--- config.mk ---
export PLATFORM = sky130hd
export DESIGN_NAME = video_pattern_source
export DESIGN_NICKNAME = d
export VERILOG_FILES = /design/src/rtl/video_ip_pkg.sv /design/src/rtl/video_pattern_pixel.sv /design/src/rtl/video_pattern_source.sv
export SDC_FILE = /design/constraint.sdc
export NUM_CORES = 1
export LEC_CHECK = 0
export CAP_MARGIN = 20
export CORE_ASPECT_RATIO = 1.2
export CORE_UTILIZATION = 25
export CTS_BUF_LIST = sky130_fd_sc_hd__clkbuf_16
export CTS_CLUSTER_DIAMETER = 30
export CTS_CLUSTER_SIZE = 10
export DETAILED_ROUTE_END_ITERATION = 8
export PLACE_DENSITY = 0.51
export SYNTH_ARGS = -nofsm -noshare
export SYNTH_HDL_FRONTEND = slang
export SYNTH_HIERARCHICAL = 1
export SYNTH_SLANG_ARGS = --single-unit
export TNS_END_PERCENT = 100
--- constraint.sdc ---
create_clock -name clk -period 2 [get_ports clk]
set_clock_uncertainty 0.15 [all_clocks]
set_input_delay 0.2 -clock clk [delete_from_list [all_inputs] [get_ports clk]]
set_output_delay 0.2 -clock clk [all_outputs]
set_load 0.005 [all_outputs]
--- src/rtl/video_ip_pkg.sv ---
// Shared constants for the video IP family: pattern selects, RGB565 color bars,
// register addresses and the pattern-source FSM state type.
package video_ip_pkg;

  localparam logic [2:0] PAT_SOLID   = 3'd0;
  localparam logic [2:0] PAT_BARS    = 3'd1;
  localparam logic [2:0] PAT_RAMP    = 3'd2;
  localparam logic [2:0] PAT_CHECKER = 3'd3;
  localparam logic [2:0] PAT_COUNTER = 3'd4;

  localparam logic [15:0] RGB_WHITE   = 16'hFFFF;
  localparam logic [15:0] RGB_YELLOW  = 16'hFFE0;
  localparam logic [15:0] RGB_CYAN    = 16'h07FF;
  localparam logic [15:0] RGB_GREEN   = 16'h07E0;
  localparam logic [15:0] RGB_MAGENTA = 16'hF81F;
  localparam logic [15:0] RGB_RED     = 16'hF800;
  localparam logic [15:0] RGB_BLUE    = 16'h001F;
  localparam logic [15:0] RGB_BLACK   = 16'h0000;

  localparam logic [1:0] ADDR_CTRL    = 2'd0;
  localparam logic [1:0] ADDR_PATTERN = 2'd1;
  localparam logic [1:0] ADDR_COLOR   = 2'd2;
  localparam logic [1:0] ADDR_STATUS  = 2'd3;

  typedef enum logic {
    ST_IDLE   = 1'b0,
    ST_ACTIVE = 1'b1
  } src_state_t;

  // Bars run left to right in classic SMPTE-like order.
  function automatic logic [15:0] bar_color(input logic [2:0] idx);
    logic [15:0] c;
    case (idx)
      3'd0:    c = RGB_WHITE;
      3'd1:    c = RGB_YELLOW;
      3'd2:    c = RGB_CYAN;
      3'd3:    c = RGB_GREEN;
      3'd4:    c = RGB_MAGENTA;
      3'd5:    c = RGB_RED;
      3'd6:    c = RGB_BLUE;
      default: c = RGB_BLACK;
    endcase
    return c;
  endfunction

endpackage

--- src/rtl/video_pattern_pixel.sv ---
// Combinational pixel generator: maps (sel, color, x, y, bar index, pixel index)
// to one RGB565 value.
module video_pattern_pixel
  import video_ip_pkg::*;
(
  input  logic [2:0]  sel,
  input  logic [15:0] color,
  input  logic [11:0] x,
  input  logic [11:0] y,
  input  logic [2:0]  bar_idx,
  input  logic [15:0] pix_idx,
  output logic [15:0] pixel
);

  // Only a few coordinate bits feed the ramp and checker patterns.
  logic unused_coords;
  assign unused_coords = ^{x[11:8], x[1:0], y[11:5], y[3:0]};

  always_comb begin
    pixel = color;
    case (sel)
      PAT_BARS:    pixel = bar_color(bar_idx);
      PAT_RAMP:    pixel = {x[7:3], x[7:2], x[7:3]};
      PAT_CHECKER: pixel = (x[4] ^ y[4]) ? color : ~color;
      PAT_COUNTER: pixel = pix_idx;
      default:     pixel = color;
    endcase
  end

endmodule

--- src/rtl/video_pattern_source.sv ---
// Avalon-ST RGB565 test-frame source with Avalon-MM control/status registers.
// Optional frame-done interrupt enabled by defining VIDEO_PATTERN_IRQ_EN.
module video_pattern_source
  import video_ip_pkg::*;
#(
  parameter int WIDTH  = 320,
  parameter int HEIGHT = 240
) (
  input  logic        clk,
  input  logic        reset,
  input  logic        chipselect,
  input  logic [1:0]  address,
  input  logic        write,
  input  logic [31:0] writedata,
  input  logic        read,
  output logic [31:0] readdata,
  output logic        valid_out,
  input  logic        ready_in,
  output logic [15:0] data_out,
  output logic        startofpacket_out,
  output logic        endofpacket_out,
  output logic        irq_sender
);

  localparam logic [11:0] X_LAST   = 12'(WIDTH - 1);
  localparam logic [11:0] Y_LAST   = 12'(HEIGHT - 1);
  localparam logic [11:0] BAR_LAST = 12'(WIDTH / 8 - 1);

  src_state_t  state;
  logic        enable, single_shot;
  logic [2:0]  pat_sel, sh_sel;
  logic [15:0] color, sh_color;
  logic [15:0] frame_count;
  logic        irq_en, irq_pending;
  logic [11:0] x, y, bar_cnt;
  logic [2:0]  bar_idx;
  logic [15:0] pix_idx;
  logic [15:0] pixel;

  logic unused_wdata;
  assign unused_wdata = ^writedata[31:16];

  // Handshake: a pixel moves on every edge where valid_out and ready_in are both
  // high; while stalled the output register holds data/SOP/EOP unchanged.
  logic mm_wr, mm_rd, ctrl_wr, pat_wr, color_wr, status_wr;
  logic xfer, eop_xfer, load, busy;
  assign mm_wr     = chipselect & write;
  assign mm_rd     = chipselect & read;
  assign ctrl_wr   = mm_wr && (address == ADDR_CTRL);
  assign pat_wr    = mm_wr && (address == ADDR_PATTERN);
  assign color_wr  = mm_wr && (address == ADDR_COLOR);
  assign status_wr = mm_wr && (address == ADDR_STATUS);
  assign xfer      = valid_out & ready_in;
  assign eop_xfer  = xfer & endofpacket_out;
  assign load      = ~valid_out | ready_in;
  assign busy      = (state == ST_ACTIVE);

  logic        en_next;
  logic [15:0] fc_next;
  always_comb begin
    en_next = enable;
    if (eop_xfer && single_shot) en_next = 1'b0;
    if (ctrl_wr) en_next = writedata[0];
    fc_next = frame_count;
    if (eop_xfer) fc_next = frame_count + 16'd1;
    if (status_wr && writedata[0]) fc_next = 16'd0;
  end

  logic [31:0] rd_mux;
  always_comb begin
    rd_mux = '0;
    case (address)
      ADDR_CTRL:    rd_mux = {29'd0, single_shot, irq_en, enable};
      ADDR_PATTERN: rd_mux = {29'd0, pat_sel};
      ADDR_COLOR:   rd_mux = {16'd0, color};
      default:      rd_mux = {frame_count, 14'd0, irq_pending, busy};
    endcase
  end

  video_pattern_pixel u_pixel (
    .sel     (sh_sel),
    .color   (sh_color),
    .x       (x),
    .y       (y),
    .bar_idx (bar_idx),
    .pix_idx (pix_idx),
    .pixel   (pixel)
  );

`ifdef VIDEO_PATTERN_IRQ_EN
  logic pend_next, irq_en_next;
  always_comb begin
    irq_en_next = ctrl_wr ? writedata[1] : irq_en;
    pend_next   = irq_pending;
    if (status_wr && writedata[1]) pend_next = 1'b0;
    if (eop_xfer) pend_next = 1'b1;
  end

  always_ff @(posedge clk or negedge reset) begin
    if (!reset) begin
      irq_en      <= 1'b0;
      irq_pending <= 1'b0;
      irq_sender  <= 1'b0;
    end else begin
      irq_en      <= irq_en_next;
      irq_pending <= pend_next;
      irq_sender  <= pend_next & irq_en_next;
    end
  end
`else
  assign irq_en      = 1'b0;
  assign irq_pending = 1'b0;
  assign irq_sender  = 1'b0;
`endif

  always_ff @(posedge clk or negedge reset) begin
    if (!reset) begin
      state             <= ST_IDLE;
      enable            <= 1'b0;
      single_shot       <= 1'b0;
      pat_sel           <= '0;
      color             <= '0;
      frame_count       <= '0;
      sh_sel            <= '0;
      sh_color          <= '0;
      x                 <= '0;
      y                 <= '0;
      bar_cnt           <= '0;
      bar_idx           <= '0;
      pix_idx           <= '0;
      valid_out         <= 1'b0;
      data_out          <= '0;
      startofpacket_out <= 1'b0;
      endofpacket_out   <= 1'b0;
      readdata          <= '0;
    end else begin
      enable      <= en_next;
      frame_count <= fc_next;
      if (ctrl_wr)  single_shot <= writedata[2];
      if (pat_wr)   pat_sel     <= writedata[2:0];
      if (color_wr) color       <= writedata[15:0];
      readdata <= mm_rd ? rd_mux : '0;

      case (state)
        ST_IDLE: begin
          valid_out         <= 1'b0;
          startofpacket_out <= 1'b0;
          endofpacket_out   <= 1'b0;
          if (enable) begin
            sh_sel   <= pat_sel;
            sh_color <= color;
            x        <= '0;
            y        <= '0;
            bar_cnt  <= '0;
            bar_idx  <= '0;
            pix_idx  <= '0;
            state    <= ST_ACTIVE;
          end
        end
        ST_ACTIVE: begin
          if (eop_xfer) begin
            // Frame done: relatch config and restart counters right away so a
            // still-enabled source resumes after a single empty cycle.
            valid_out         <= 1'b0;
            startofpacket_out <= 1'b0;
            endofpacket_out   <= 1'b0;
            sh_sel            <= pat_sel;
            sh_color          <= color;
            x                 <= '0;
            y                 <= '0;
            bar_cnt           <= '0;
            bar_idx           <= '0;
            pix_idx           <= '0;
            if (!en_next) state <= ST_IDLE;
          end else if (load) begin
            valid_out         <= 1'b1;
            data_out          <= pixel;
            startofpacket_out <= (x == 12'd0) && (y == 12'd0);
            endofpacket_out   <= (x == X_LAST) && (y == Y_LAST);
            pix_idx           <= pix_idx + 16'd1;
            if (x == X_LAST) begin
              x       <= '0;
              bar_cnt <= '0;
              bar_idx <= '0;
              y       <= (y == Y_LAST) ? 12'd0 : y + 12'd1;
            end else begin
              x <= x + 12'd1;
              if (bar_cnt == BAR_LAST) begin
                bar_cnt <= '0;
                bar_idx <= bar_idx + 3'd1;
              end else begin
                bar_cnt <= bar_cnt + 12'd1;
              end
            end
          end
        end
        default: state <= ST_IDLE;
      endcase
    end
  end

endmodule

==> results of run 1 <==
-- synthesized netlist by cell type, drive strengths merged, types with 2 or more instances --
cell | number | area [um2]
a211oi | 16 | 165
a21oi | 23 | 115
a22o | 2 | 17.5
a31oi | 2 | 12.5
and2 | 31 | 194
and3 | 10 | 62.6
and4 | 6 | 52.6
buf | 16 | 124
clkbuf | 23 | 87.6
dfrtp | 163 | 4080
ha | 9 | 113
inv | 12 | 45.0
mux2 | 37 | 417
mux2i | 2 | 20.0
nand2 | 108 | 405
nand2b | 7 | 43.8
nand3 | 34 | 183
nand3b | 2 | 15.0
nand4 | 18 | 113
nor2 | 65 | 249
nor2b | 22 | 138
nor3 | 15 | 75.1
nor3b | 19 | 143
nor4 | 8 | 80.1
nor4bb | 2 | 20.0
o211ai | 2 | 15.0
o21ai | 27 | 139
o31ai | 7 | 52.6
o32ai | 16 | 140
o41ai | 2 | 25.0
or2 | 3 | 18.8
or3 | 3 | 18.8
or4 | 4 | 37.5
xnor2 | 32 | 299
xor2 | 30 | 263
-- area by class of cell --
| class | instances | share of cell area, % |
|---|---|---|
| clock buffer | 17 | 3.92 |
| clock inverter | 14 | 1.42 |
| inverter | 12 | 0.415 |
| multi-input combinational | 578 | 37.1 |
| sequential | 163 | 37.6 |
| tap | 401 | 4.62 |
| timing repair buffer | 167 | 15.0 |
-- timing repair --
action                                 in CTS  in global routing
hold buffers                                1                  0
setup endpoints to repair                  24                 36
buffers inserted                            0                  4
endpoints found under the hold margin     146                  0
pin swaps                                  15                 18
resized for setup                          24                 52
cloned                                      1                  1
-- report_power, final --
group          total, W  switching (W)  internal, W  leakage [nW]
combinational   0.00411        0.00189      0.00222          2.20
clock           0.00326        0.00141      0.00185         0.289
sequential      0.00450       0.000590      0.00391          2.16
total            0.0119        0.00389      0.00797          4.64
-- cells in the final DEF, fill, tap and decap left out, types with 11 or more instances in the layout --
cell type | synthesis | routed
nor2_2 | 2 | 12
mux2_2 | 37 | 36
nand2_1 | 108 | 106
clkbuf_16 | 0 | 18
a21oi_1 | 23 | 21
clkdlybuf4s50_1 | 0 | 73
buf_6 | 5 | 11
nand3_1 | 33 | 33
nor3b_1 | 19 | 18
nor3_1 | 15 | 14
inv_1 | 12 | 13
xor2_1 | 30 | 30
buf_4 | 5 | 71
nand4_1 | 18 | 18
and2_1 | 31 | 31
dfrtp_1 | 163 | 161
xnor2_1 | 31 | 31
o32ai_1 | 16 | 16
nor2b_1 | 22 | 22
nor2_1 | 63 | 44
-- cell families (layout without fill, tap and decap cells) --
group,Yosys count,count (layout)
other cells,1,1
simple gates,358,359
flops,163,163
compound gates,107,107
fa+ha+maj,9,9
buf+inv,51,210
mux,40,40
xor+xnor,62,62
-- critical path: cells and delay by family, from the launching register on --
kind	cells	cell delay, ps
AO/OA/AOI/OAI	3	330
flip-flops	1	380
AND/OR/NAND/NOR	2	730
buffers and inverters	2	330
-- final timing paths --
check | startpoint | end | slack (ps) | cells past startpoint
setup / recovery | x[9] | y[3] | -60 | 7
hold / removal | reset | data_out[8] | 120 | 2
setup reg to reg | x[9] | y[3] | -60 | 7
hold reg to reg | color[8] | sh_color[8] | 340 | 2
max in group asynchronous | reset | y[3] | 900 | 3
min in group clk | writedata[5] | color[5] | 220 | 2
-- stage by stage --
| stage | TNS (ps) | hold WS [ps] |
|---|---|---|
| floorplan | 0 | -246 |
| global placement | -6500 | 12.2 |
| detailed placement | -6710 | 19.4 |
| CTS | -125 | 119 |
| global route | -2170 | 152 |
| finish | -205 | 118 |
-- registers in the layout, indices dropped and copies added (netlist names) --
name / cells
sh_color: 16
bar_idx: 3
pat_sel: 3
bar_cnt: 12
endofpacket_out: 1
x: 12
valid_out: 1
readdata: 32
sh_sel: 3
enable: 1
single_shot: 1
y: 12
frame_count: 16
busy: 1
startofpacket_out: 1
data_out: 16
color: 16
pix_idx: 16
-- layer usage --
layer	part of all wire, %	up-vias	wire [um]	global-route usage [%]
met3	2.7	29	565	2.57
li1	-	3062	-	-
met4	2.0	0	419	5.11
met2	51	80	10600	23.1
met5	0	-	0	0
met1	45	3065	9350	16.0
==> impl_metrics.toml, run 1 <==
[outcome]
outcome = "finished, violations left"
violations = "setup timing"

[cells_and_area]
multi_input_area_um2 = 4020
drive_above_1_share_pct = 23.9
fin_util_pct = 34.3
fin_nets = 988
seqCellArea_um2 = 4080
stdcell_count = 1352
num_antenna_cells = 0
syn_to_final_growth_pct = 33.8
nFillCells = 3224
layout.cell_area.non_filler_um2 = 10900

[logic_synthesis]
synth-xor-area-share_pct = 6.93
syn_nets = 840
seq_area_frac_synth_pct = 50.3
synth_flop_cell = "dfrtp_1"
netlist_area_um2 = 8110
yosysUniqueCellTypes = 61
synth_compound_area_share_pct = 9.63
synth-seq-cells = 163
synth_cells = 791
avgSynthCellArea_um2 = 10.3
muxShareOfSynthArea_pct = 5.66
synth_adder_area_share_pct = 1.39
synth-async-reset-ratio_pct = 100
yosysWarningCount = 6
synth_edf_count = 0
synth-simple-area-share_pct = 22.9
synth_top_family_by_area = "simple AND/OR/NAND/NOR gates"

[setup_path]
end_kind = "flop"
cp_slowest_cell = "or4_4"
crit_type = "flop to flop"
worst_path_largest_cell_delay_ps = 570
cp.required_ps = 2160
path_max_fanout = 5
crit_chain = "or4_4 -> nor4_4 -> buf_6 -> o21ai_4 -> buf_6 -> o21ai_4 -> o31ai_4"
critPathLaunchType = "flop"
worstPathArrival_ps = 2210

[floorplan]
num_rows = 71
die_w_um = 166
initial_core_util_pct = 25.6
coreArea_um2 = 31600
die-area_um2 = 33200
die_h_um = 199
io_pins = 92

[timing]
fin_ws_ps = -56.7
setup_viol = 8
slew_viol_final = 0
hold_violations = 0
layout_min_cycle_time_ps = 2060
max_freq_ghz = 0.486
rsz0062_at_grt = "true"
finalCritPeriodShare_pct = 103

[placed_design]
io_buffers = 74
gp_congestion = 0.781
placedCellCount = 1314
dp_slack_ps = -168
dp_hpwl_um = 14600
place_area_um2 = 9930

[detailed_routing]
wl_per_cell_um = 15.5
antenna_left = 0
routed_wirelength_um = 20900
vias_per_cell = 4.61
num_vias = 6236
drcViolationCount = 0
drt_iter0_markers = 273
drt-pass1-iter-count = 5

[pwr]
power_leakage_nw = 4.64
vdd_drop_max_v = 0.000612
power.total_w = 0.0119
powerDensity_nw_per_um2 = 1090

[cts]
htree_num_levels = 4
cts.sinks = 163
clk_pin_slew_ps = 70
cts_tree = "done"
ctsRootBufferMaster = "clkbuf_16"
clkLatencyLatePin_ps = 430
clockBufferDepth = 2
cts_buffers = 17

[grt]
grt_pass1_wl_um = 34200
antenna_found_initial = 0
grt_pass1_vias = 6390
overflow = 0
grt_max_degree = 57
track_usage_pct = 13.2

[flow_run]
maxCapViolations = 0

[hold_path]
min_path_type = "primary input to asynchronous set/reset pin"
No activity file was read; power rests on OpenSTA's default activity.
==> inputs of run 2 (changes only) <==
- SLEW_MARGIN: not set -> 10
==> results of run 2 <==
Final layout, timing and power as in run 1 (identical DEF).
==> inputs of run 3 (changes only) <==
- SLEW_MARGIN: 10 -> not set
==> results of run 3 <==
Final layout, timing and power as in run 1 (identical DEF).
